**config.mk**
```make
export PLATFORM = sky130hd
export DESIGN_NAME = shot_ctl
export DESIGN_NICKNAME = d
export VERILOG_FILES = /design/src/rtl/duck_hunt_pkg.sv /design/src/rtl/btn_edge_det.sv /design/src/rtl/shot_ctl.sv
export SDC_FILE = /design/constraint.sdc
export NUM_CORES = 1
export LEC_CHECK = 0
export ABC_AREA = 1
export BUFFER_PORTS_ARGS = -buffer_cell sky130_fd_sc_hd__buf_2
export CAP_MARGIN = 20
export CORE_MARGIN = 2
export CORE_UTILIZATION = 45
export DETAILED_ROUTE_END_ITERATION = 16
export PLACE_DENSITY = 0.68
export SLEW_MARGIN = 20
export SYNTH_ARGS = -nofsm -noshare
export SYNTH_HDL_FRONTEND = slang
export SYNTH_SLANG_ARGS = --single-unit
```
**constraint.sdc**
```tcl
create_clock -name clk -period 2.55 [get_ports clk]
set_input_delay 0.255 -clock clk [delete_from_list [all_inputs] [get_ports clk]]
set_output_delay 0.255 -clock clk [all_outputs]
set_load 0.005 [all_outputs]
```
**src/rtl/duck_hunt_pkg.sv**
```systemverilog
// Shared duck-hunt types: FSM encodings, screen geometry, position width.
// Also holds the 13-bit box-span helper used by the shot hit test.
package duck_hunt_pkg;

    localparam int POS_W      = 12;
    localparam int SCREEN_W   = 1024;
    localparam int SCREEN_H   = 768;
    localparam int DUCK_W_DEF = 64;
    localparam int DUCK_H_DEF = 64;

    typedef logic [POS_W-1:0] pos_t;

    typedef enum logic [2:0] {
        ST_IDLE,
        ST_EVAL,
        ST_FLASH,
        ST_COOLDOWN,
        ST_EMPTY
    } state_t;

    // One extra bit so lo+w never wraps near the top of the range
    function automatic logic in_span(pos_t p, pos_t lo, int unsigned w);
        logic [POS_W:0] p13;
        logic [POS_W:0] lo13;
        logic [POS_W:0] hi13;
        p13  = {1'b0, p};
        lo13 = {1'b0, lo};
        hi13 = lo13 + (POS_W+1)'(w);
        return (p13 >= lo13) && (p13 < hi13);
    endfunction

endpackage

```
**src/rtl/btn_edge_det.sv**
```systemverilog
// Button front end: optional debounce, then rising-edge detect.
// SHOT_CTL_DEBOUNCE_EN enables the stable-level filter.
module btn_edge_det #(
    parameter int DEBOUNCE_CYCLES = 65_000
) (
    input  logic clk,
    input  logic rst_n,
    input  logic btn,
    output logic press_pulse
);

    logic level;
    logic prev;

`ifdef SHOT_CTL_DEBOUNCE_EN
    localparam int CW = $clog2(DEBOUNCE_CYCLES + 1);

    logic [CW-1:0] cnt;

    // Level starts high so a button held through reset stays silent
    always_ff @(posedge clk or negedge rst_n) begin
        if (!rst_n) begin
            level <= 1'b1;
            cnt   <= '0;
        end else if (btn == level) begin
            cnt <= '0;
        end else if (cnt == CW'(DEBOUNCE_CYCLES - 1)) begin
            level <= btn;
            cnt   <= '0;
        end else begin
            cnt <= cnt + CW'(1);
        end
    end
`else
    logic unused_db;

    assign level     = btn;
    assign unused_db = (DEBOUNCE_CYCLES > 0);
`endif

    always_ff @(posedge clk or negedge rst_n) begin
        if (!rst_n) prev <= 1'b1;
        else        prev <= level;
    end

    assign press_pulse = level & ~prev;

endmodule

```
**src/rtl/shot_ctl.sv**
```systemverilog
// Trigger controller: click -> shot, hit test, ammo, flash/cooldown timing.
// Build with SHOT_CTL_DEBOUNCE_EN to debounce mouse_left.
module shot_ctl
    import duck_hunt_pkg::*;
#(
    parameter int DUCK_W          = DUCK_W_DEF,
    parameter int DUCK_H          = DUCK_H_DEF,
    parameter int AMMO_MAX        = 3,
    parameter int FLASH_CYCLES    = 1_300_000,
    parameter int COOLDOWN_CYCLES = 6_500_000,
    parameter int DEBOUNCE_CYCLES = 65_000
) (
    input  logic             clk,
    input  logic             rst_n,
    input  logic             mouse_left,
    input  logic [POS_W-1:0] mouse_xpos,
    input  logic [POS_W-1:0] mouse_ypos,
    input  logic [POS_W-1:0] duck_xpos,
    input  logic [POS_W-1:0] duck_ypos,
    input  logic             duck_active,
    input  logic             round_start,
    output logic             shot_fire,
    output logic             shot_hit,
    output logic             shot_miss,
    output logic [POS_W-1:0] shot_xpos,
    output logic [POS_W-1:0] shot_ypos,
    output logic [1:0]       ammo,
    output logic             flash,
    output logic             busy
);

    localparam int TMAX = (FLASH_CYCLES > COOLDOWN_CYCLES) ?
                          FLASH_CYCLES : COOLDOWN_CYCLES;
    localparam int TW   = $clog2(TMAX + 1);

    state_t        state;
    state_t        state_nx;
    logic [TW-1:0] tmr;
    logic [TW-1:0] tmr_nx;

    logic          press;
    logic          accept;
    logic          hit_now;

    logic          fire_nx;
    logic          hit_nx;
    logic          miss_nx;
    logic          flash_nx;
    logic          busy_nx;
    logic [1:0]    ammo_nx;

    btn_edge_det #(
        .DEBOUNCE_CYCLES(DEBOUNCE_CYCLES)
    ) u_btn (
        .clk        (clk),
        .rst_n      (rst_n),
        .btn        (mouse_left),
        .press_pulse(press)
    );

    // A reload on the same cycle as a click drops the click
    assign accept = (state == ST_IDLE) && press &&
                    (ammo != 2'd0) && !round_start;

    assign hit_now = duck_active &&
                     in_span(shot_xpos, duck_xpos, DUCK_W) &&
                     in_span(shot_ypos, duck_ypos, DUCK_H);

    always_ff @(posedge clk or negedge rst_n) begin
        if (!rst_n) begin
            state <= ST_IDLE;
            tmr   <= '0;
        end else begin
            state <= state_nx;
            tmr   <= tmr_nx;
        end
    end

    always_comb begin
        state_nx = state;
        tmr_nx   = (tmr != '0) ? tmr - TW'(1) : tmr;
        unique case (state)
            ST_IDLE: begin
                tmr_nx = '0;
                if (accept) state_nx = ST_EVAL;
            end
            ST_EVAL: begin
                state_nx = ST_FLASH;
                tmr_nx   = TW'(FLASH_CYCLES - 1);
            end
            ST_FLASH: begin
                if (tmr == '0) begin
                    state_nx = ST_COOLDOWN;
                    tmr_nx   = TW'(COOLDOWN_CYCLES - 1);
                end
            end
            ST_COOLDOWN: begin
                if (tmr == '0) begin
                    state_nx = (ammo != 2'd0 || round_start) ?
                               ST_IDLE : ST_EMPTY;
                end
            end
            ST_EMPTY: begin
                tmr_nx = '0;
                if (round_start) state_nx = ST_IDLE;
            end
            default: begin
                state_nx = ST_IDLE;
                tmr_nx   = '0;
            end
        endcase
    end

    always_comb begin
        fire_nx  = accept;
        hit_nx   = (state == ST_EVAL) && hit_now;
        miss_nx  = (state == ST_EVAL) && !hit_now;
        flash_nx = (state_nx == ST_FLASH);
        busy_nx  = (state_nx == ST_EVAL) || (state_nx == ST_FLASH) ||
                   (state_nx == ST_COOLDOWN);
        ammo_nx  = ammo;
        unique case (1'b1)
            round_start: ammo_nx = 2'(AMMO_MAX);
            accept:      ammo_nx = ammo - 2'd1;
            default:     ammo_nx = ammo;
        endcase
    end

    always_ff @(posedge clk or negedge rst_n) begin
        if (!rst_n) begin
            shot_fire <= 1'b0;
            shot_hit  <= 1'b0;
            shot_miss <= 1'b0;
            shot_xpos <= '0;
            shot_ypos <= '0;
            ammo      <= 2'(AMMO_MAX);
            flash     <= 1'b0;
            busy      <= 1'b0;
        end else begin
            shot_fire <= fire_nx;
            shot_hit  <= hit_nx;
            shot_miss <= miss_nx;
            flash     <= flash_nx;
            busy      <= busy_nx;
            ammo      <= ammo_nx;
            if (accept) begin
                shot_xpos <= mouse_xpos;
                shot_ypos <= mouse_ypos;
            end
        end
    end

endmodule
```
==> reports/qor.yml <==
run_status:
  run_status: "complete, no violations"
placed_design:
  place_inst: 736
  gp_congestion: 0.9176
  dpl_cell_area_sq_um: 4561
  place_ws_ns: 0.4890
  io_buffers: 83
  dp_hpwl_um: 7559
floorplanning:
  dieHeight_um: 98.59
  fp-row-count: 34
  die_w_um: 98.59
  pin_count: 84
  core_sq_um: 8678
  start_util_pct: 46.40
  dieArea_sq_um: 9720
detailed_routing:
  drt-pass1-iter-count: 5
  ant_nets: 0
  routedWlPerCell_um: 13.01
  dr_total_vias: 3746
  drt_iter0_markers: 155
  drt_wl_total_um: 9798
  via_per_inst: 4.975
  post-route-drc-count: 0
timing:
  worst_pin_slew_ns: 0.6849
  finalCritPeriodShare_pct: 81.25
  report.final.slew_viol_count: 0
  fin_crit_ns: 2.072
  hold_viol: 0
  rsz0062_at_grt: "false"
  skew_ns: 0.008577
  max_freq_ghz: 0.4827
  tns_ns: 0
  setup_slack_ns: 0.4781
  relSlewSlack_pct: 54.34
  finalSetupViolations: 0
critical_path:
  cp_top_family: "adder cells"
  critPathRequiredTime_ns: 2.76
  cp.arrival_ns: 2.28
  critPathMaxFanout: 23
  cp-end-kind: "register"
  r2r_setup_slack_ns: 0.48
  rr_endpoint: "tmr[0]"
  r2r_start: "tmr[0]"
  cp-start-kind: "register"
  crit_chain: "inv_1 -> ha_1 -> nand2_1 -> nor2_2 -> nand2_4 -> clkinv_2 -> nand2_4 -> ha_1 -> a21oi_1 -> o21ai_0"
  worst-r2r-cell-count: 10
  critPathBufInv: 2
  cpPeakStageDelay_ns: 0.40
  cp_slowest_cell: "dfrtp_1"
  path_class: "reg -> reg"
clock_tree:
  clockBufferDepth: 2
  cts.sinks: 58
  clk_latency_ns: 0.33
  htree_levels: 3
  cts_resized: 0
  cts_root_buf: "clkbuf_8"
  cts.reportedPaths.clkPinSlew_ns: 0.06
  cts_tree: "built"
  numCtsBuffers: 9
pwr:
  p_total_w: 0.001942
  p_leak_nw: 2.824
  p_per_area_nw_per_um2: 407.2
  ir_worst_vdd_mv: 0.2176
grt:
  first_global_vias: 3681
  grt_pass1_wl_um: 16480
  grt_overflow: 0
  gr-usage-all-layers_pct: 20.80
  grt_start_max_net_pins: 32
  antenna_found_initial: 0
synth:
  avgSynthCellArea_sq_um: 7.321
  seq_area_frac_synth_pct: 36.14
  synth_nets: 644
  synth_cell_types: 35
  syn_inst: 550
  syn_area_sq_um: 4026
  synth_seq_cells: 58
  synthTopCellsByArea: "dfrtp_1 (34%), nand2_1 (16%), ha_1 (13%)"
  yosys_warnings: 0
  synth_top_area_share_pct: 34.18
  yosysTopAreaCell: "dfrtp_1"
layout:
  nets: 734
  antennaDiodeCount: 0
  finalNonFillerCells: 753
  fin_area_sq_um: 4768
  drive_gt1_share_pct: 19.84
  area_growth_pct: 18.43
hold_path:
  hp-class: "in -> reg"
  worstHoldEndpoint: "u_btn.prev"
  hp-start: "mouse_left"
  min_path_cells: 1
job:
  maxCapViolCount: 0
## flip-flops by register name, summed over array words and instances (netlist names)
name / count
flash: 1
ammo: 2
shot_miss: 1
shot_hit: 1
shot_fire: 1
busy: 1
u_btn.prev: 1
shot_xpos: 12
tmr: 23
shot_ypos: 12
state: 3
## cells in the mapped netlist (all sizes together)
master  count
nand2     174
inv        80
nor2       62
dfrtp      55
ha         41
nand3      33
a21oi      25
o21ai      19
nand4      10
xor2       10
nor3        7
a31oi       5
buf         5
xnor2       5
a21o        3
dfstp       3
o31ai       3
a31o        2
clkbuf      2
or2         2
and2        1
clkinv      1
nand3b      1
nor4        1
## layer usage
metal,up-vias,wire [um],track usage (%)
met1,1720,4651,27.96
met3,4,459,3.759
met4,0,70,5.901
met2,87,4617,34.59
li1,1935,-,-
met5,-,0,0
## stage by stage
step,hold slack (ns),util [%]
3_3_place_gp,0.3247,52.55
6_report,0.02896,54.95
2_1_floorplan,-0.04059,-
4_1_cts,0.01236,54.95
3_5_place_dp,0.3324,52.55
5_1_grt,0.01037,54.95
## timing repair
item,CTS,global route
hold buffers,1,0
buffers inserted,0,0
endpoints found under the setup margin,0,0
hold endpoints to repair,27,0
## layout by cell type (no fill, tap or decap), types with 6 or more instances in the layout
cell / instances
a21oi_1: 25
buf_2: 83
clkbuf_8: 11
dfrtp_1: 55
ha_1: 41
inv_1: 75
nand2_1: 168
nand3_1: 30
nand4_1: 10
nor2_1: 55
nor2_2: 6
nor3_1: 6
o21ai_0: 17
xor2_1: 10
## cell type report
type	instances	area, sq um
Clock buffer	14	162.7
Clock inverter	2	35.03
Fill cell	877	3910
Inverter	81	305.3
Multi-Input combinational cell	404	2222
Sequential cell	58	1455
Tap cell	108	135.1
Timing Repair Buffer	86	452.9
## worst max path at each step
stage / endpoint / depth (start not counted) / slack (ns) / startpoint
6_report: tmr[0] / 10 / 0.48 / tmr[0]
5_1_grt: tmr[0] / 10 / 0.32 / tmr[0]
4_1_cts: tmr[0] / 10 / 0.47 / tmr[0]
3_5_place_dp: tmr[0] / 10 / 0.49 / tmr[0]
3_3_place_gp: tmr[0] / 10 / 0.57 / tmr[0]
2_1_floorplan: tmr[0] / 11 / 0.62 / tmr[0]
## power breakdown
group / internal (W) / total, W / leakage, nW / switching [W]
clock: 0.000505 / 0.000865 / 0.101 / 0.000360
combinational: 0.0000662 / 0.000155 / 2.03 / 0.0000887
sequential: 0.000922 / 0.000922 / 0.696 / 0.000000324
total: 0.00149 / 0.00194 / 2.82 / 0.000449
## cells by family (layout without fill, tap and decap cells)
| family | count (synthesis) | count (layout) | synth area share, % |
|---|---|---|---|
| AO/OA/AOI/OAI | 57 | 57 | 7.800 |
| AND/OR/NAND/NOR | 291 | 291 | 31.39 |
| flip-flops | 58 | 58 | 36.14 |
| adder cells (fa/ha/maj) | 41 | 41 | 12.74 |
| buffers and inverters | 88 | 183 | 8.670 |
| XOR/XNOR | 15 | 15 | 3.263 |
No activity file was read; power rests on OpenSTA's default activity.
